File: config.mk
export PLATFORM = sky130hd
export DESIGN_NAME = vga_sync_gen
export DESIGN_NICKNAME = d
export VERILOG_FILES = /design/src/rtl/vga_sync_gen.sv
export SDC_FILE = /design/constraint.sdc
export NUM_CORES = 1
export LEC_CHECK = 0
export ABC_AREA = 1
export CAP_MARGIN = 20
export CELL_PAD_IN_SITES_DETAIL_PLACEMENT = 1
export CELL_PAD_IN_SITES_GLOBAL_PLACEMENT = 1
export CORE_MARGIN = 2
export CORE_UTILIZATION = 30
export DETAILED_ROUTE_END_ITERATION = 10
export PLACE_DENSITY_LB_ADDON = 0.1
export SYNTH_ARGS = -nofsm -noshare
export SYNTH_HDL_FRONTEND = slang
export SYNTH_SLANG_ARGS = --single-unit
File: constraint.sdc
create_clock -name clock -period 4.29 [get_ports clock]
set_input_delay 0.6435 -clock clock [delete_from_list [all_inputs] [get_ports clock]]
set_output_delay 0.6435 -clock clock [all_outputs]
set_load 0.01 [all_outputs]
File: src/rtl/vga_sync_gen.sv
// vga_sync_gen -- VGA-style raster timing generator.
//
// Purpose:
//   Walks a horizontal and a vertical counter over the full raster,
//   including front porch, sync and back porch. It advances one pixel
//   on each clock where pix_en is high. Every timing output is
//   registered. Each one is decoded from the next counter values, so
//   xpos/ypos and all flags describe the same pixel on the same clock.
//
// Ports:
//   clock        system clock
//   reset_n      asynchronous active-low reset (forces last pixel of frame)
//   pix_en       pixel tick; counters advance only when high
//   xpos, ypos   current column / line
//   disp_active  pixel lies in the visible area
//   hsync, vsync sync outputs, asserted level set by HS_POL / VS_POL
//   line_start   one-clock pulse when a tick moves xpos to 0
//   frame_start  one-clock pulse when a tick moves to (0,0)
//   h_resolution constant H_VISIBLE
//   v_resolution constant V_VISIBLE
module vga_sync_gen #(
    parameter int   H_VISIBLE = 640,
    parameter int   H_FP      = 16,
    parameter int   H_SYNC    = 96,
    parameter int   H_BP      = 48,
    parameter int   V_VISIBLE = 480,
    parameter int   V_FP      = 10,
    parameter int   V_SYNC    = 2,
    parameter int   V_BP      = 33,
    parameter logic HS_POL    = 1'b0,
    parameter logic VS_POL    = 1'b0
) (
    input  logic        clock,
    input  logic        reset_n,
    input  logic        pix_en,
    output logic [10:0] xpos,
    output logic [10:0] ypos,
    output logic        disp_active,
    output logic        hsync,
    output logic        vsync,
    output logic        line_start,
    output logic        frame_start,
    output logic [10:0] h_resolution,
    output logic [10:0] v_resolution
);

    localparam int H_TOTAL = H_VISIBLE + H_FP + H_SYNC + H_BP;
    localparam int V_TOTAL = V_VISIBLE + V_FP + V_SYNC + V_BP;

    // The 11-bit counters cannot hold a larger raster.
    generate
        if (H_TOTAL > 2047 || V_TOTAL > 2047) begin : g_bad_timing
            $error("vga_sync_gen: H_TOTAL or V_TOTAL exceeds 2047");
        end
    endgenerate

    localparam logic [10:0] H_LAST   = 11'(H_TOTAL - 1);
    localparam logic [10:0] V_LAST   = 11'(V_TOTAL - 1);
    localparam logic [10:0] H_VIS    = 11'(H_VISIBLE);
    localparam logic [10:0] V_VIS    = 11'(V_VISIBLE);
    localparam logic [10:0] H_SY_BEG = 11'(H_VISIBLE + H_FP);
    localparam logic [10:0] H_SY_END = 11'(H_VISIBLE + H_FP + H_SYNC);
    localparam logic [10:0] V_SY_BEG = 11'(V_VISIBLE + V_FP);
    localparam logic [10:0] V_SY_END = 11'(V_VISIBLE + V_FP + V_SYNC);

    assign h_resolution = H_VIS;
    assign v_resolution = V_VIS;

    logic [10:0] x_nxt, y_nxt;
    logic        h_wrap;
    logic        da_nxt, hs_nxt, vs_nxt, ls_nxt, fs_nxt;

    // Next-state counters. The flags are decoded from these values, not
    // from the current ones, so they land in the same cycle as xpos/ypos.
    always_comb begin
        x_nxt  = xpos;
        y_nxt  = ypos;
        h_wrap = (xpos == H_LAST);
        if (pix_en) begin
            if (h_wrap) begin
                x_nxt = 11'd0;
                y_nxt = (ypos == V_LAST) ? 11'd0 : 11'(ypos + 11'd1);
            end else begin
                x_nxt = 11'(xpos + 11'd1);
            end
        end
        da_nxt = (x_nxt < H_VIS) && (y_nxt < V_VIS);
        hs_nxt = (x_nxt >= H_SY_BEG && x_nxt < H_SY_END) ? HS_POL : ~HS_POL;
        vs_nxt = (y_nxt >= V_SY_BEG && y_nxt < V_SY_END) ? VS_POL : ~VS_POL;
        // Pulses fire only on the tick that moves the counters, so they
        // drop to 0 on any clock where pix_en is low.
        ls_nxt = pix_en && h_wrap;
        fs_nxt = pix_en && h_wrap && (ypos == V_LAST);
    end

    // Reset parks the raster on its last pixel. The first tick after
    // release then wraps to (0,0) and raises frame_start.
    always_ff @(posedge clock or negedge reset_n) begin
        if (!reset_n) begin
            xpos        <= H_LAST;
            ypos        <= V_LAST;
            disp_active <= 1'b0;
            hsync       <= ~HS_POL;
            vsync       <= ~VS_POL;
            line_start  <= 1'b0;
            frame_start <= 1'b0;
        end else begin
            xpos        <= x_nxt;
            ypos        <= y_nxt;
            disp_active <= da_nxt;
            hsync       <= hs_nxt;
            vsync       <= vs_nxt;
            line_start  <= ls_nxt;
            frame_start <= fs_nxt;
        end
    end

endmodule

==> qor.yml <==
synth_top_area_frac: 0.2046
gp_congestion: 0.7678
htree_levels: 1
p_per_area_nw_per_um2: 368.3
grt_pass1_wl_microns: 7155
ctsResizeCount: 0
period_needed_ps: 2508
vdd_drop_max_mv: 0.2011
die_h_microns: 82.20
antenna_cells: 0
hpwl_microns: 3434
ctsLongestPathBuffers: 2
area_growth_pct: 18.35
worstMarginPinSlew_ps: 599.1
ant_nets: 0
yosysUniqueCellTypes: 31
drtIter0Drc: 41
grt_max_degree: 28
clock-sinks: 27
synth_largest_area_cell: "dfrtp_1"
ys.flop_type: "dfrtp_1"
rsz0062_at_grt: "false"
synth_area_leaders: "dfrtp_1 20%, dfstp_2 17%, nand2_1 9.6%, buf_4 9.4%, inv_1 7.4%"
io_pins: 52
finalCritPeriodShare: 0.5845
routed_wl_microns: 4315
worstSetupStartpointType: "primary input"
synth-edff-count: 0
path_class: "in -> reg"
core_area_sq_um: 5921
start_util: 0.3098
fin_skew_ps: 7.094
whs_ps: 580.4
cts_hold_buffers: 0
seq_area_frac_synth: 0.3765
overflow: 0
yosys_register_bits: 27
rows: 28
finalHoldViolations: 0
port-buffer-count: 29
worst-path-max-fanout: 16
synth_area_sq_um: 1834
post_cts_buffers: 0
synthArstFlopShare: 1.000
clk_pin_slew_worst_paths_ps: 100
fmax_ghz: 0.3988
syn_inst: 241
insertion_delay_ps: 280
drtPass1Iterations: 4
end_kind: "flop"
grt_pass1_vias: 1454
cts-buffers-inserted: 3
fill_cells: 747
hold_class: "reg -> reg"
grt_antenna_before_repair: 0
drive_above_1_share: 0.1956
fin_tns_setup_ps: 0
yosysWarningCount: 0
root_buffer: "clkbuf_8"
status: "finished clean"
drv_slew: 0
p_leak_nw: 1.030
slew_headroom: 0.5994
vias: 1490
setup_viol: 0
grt_use_total: 0.1397
drv_cap: 0
avgSynthCellArea_sq_um: 7.611
nets: 278
wl_per_cell_microns: 12.47
drcViolationCount: 0
vias_per_cell: 4.306
p_total_uw: 799.5
cts_tree: "built"
dieArea_sq_um: 6756
die_w_microns: 82.20
cp_data_required_time_ps: 4490
worstPathArrival_ps: 2710
cells in the mapped netlist (2+ instances only):
cell / count
a21oi_1: 2
buf_4: 23
conb_1: 2
dfrtp_1: 15
dfstp_2: 12
ha_1: 3
inv_1: 36
inv_2: 7
nand2_1: 47
nand2_2: 4
nand3_1: 19
nand3_2: 4
nand4_1: 8
nor2_1: 20
nor2_2: 9
nor2_4: 5
nor3_1: 5
o21ai_0: 3
o21ai_1: 2
or2_2: 2
xor2_1: 3
worst max-delay path, stage by stage:
cell and delay (ps):
clkdlybuf4s50_1 850, inv_2 150, nor2_4 190, nand3_4 190, inv_4 140, nand2_2 100
nand3_2 110, nand2_1 60, nor2_1 170, nand3_1 100
layout by cell type, fill, tap and decap left out, types with 2 or more instances in the layout:
cell and n:
o21ai_1 2, inv_2 7, nand2_2 4, or2_2 2
nor2_4 5, xor2_1 3, a21oi_1 2, dfrtp_1 15
nand3_1 19, nand2_1 47, nor3_1 5, ha_1 3
nor2_1 20, nand3_2 4, inv_1 36, nand4_1 8
o21ai_0 3, nor2_2 9, dfstp_2 12, clkbuf_8 3
clkdlybuf4s50_1 29, conb_1 22
area by class of cell:
class                           count  area [sq um]  share of cell area
Multi-Input combinational cell    166         874.6              0.4029
Sequential cell                    27         690.7              0.3182
Timing Repair Buffer               30         297.8              0.1372
Inverter                           44         167.7             0.07723
Tap cell                           75         93.84             0.04323
Clock buffer                        3         41.29             0.01902
Clock inverter                      1         5.005            0.002305
metal layers:
layer,vias up,global-route usage,wire length (microns)
met3,2,0.03261,148
met1,699,0.1837,2030
met4,0,0.02500,21
li1,762,-,-
met5,-,0,0
met2,27,0.2355,2114
registers in the layout, indices dropped and copies added (netlist names):
signal,cells
frame_start,1
line_start,1
xpos,11
vsync,1
hsync,1
ypos,11
disp_active,1
worst paths after layout:
kind,cells after the start,to,slack [ps],from
setup reg to reg,10,vsync,2320,xpos[1]
setup / recovery,10,vsync,1780,pix_en
hold reg to reg,2,xpos[9],580,xpos[9]
hold / removal,2,xpos[9],580,xpos[9]
max in group asynchronous,2,vsync,3250,reset_n
min in group asynchronous,2,line_start,730,reset_n
metrics by stage:
stage,setup WS (ps),cell area (sq um),utilization,instances
after global routing,1636,2171,0.3667,346
final,1782,2171,0.3667,346
after detailed placement,1454,2125,0.3588,342
after global placement,1490,2125,0.3588,342
after floorplan,2612,1909,-,261
after CTS,1760,2171,0.3667,346
power breakdown:
| group | internal (mW) | switching [mW] |
|---|---|---|
| sequential | 0.312 | 0.0560 |
| clock | 0.0652 | 0.0842 |
| combinational | 0.122 | 0.160 |
| total | 0.499 | 0.300 |
cell families after synthesis:
kind of cell / Yosys count / share of synthesized area
fa+ha+maj: 3 / 0.02047
compound gates: 10 / 0.03206
flops: 27 / 0.3765
buf+inv: 68 / 0.1876
simple gates: 128 / 0.3649
other cells: 2 / 0.004094
xor+xnor: 3 / 0.01433
(Power assumes the default switching activity.)
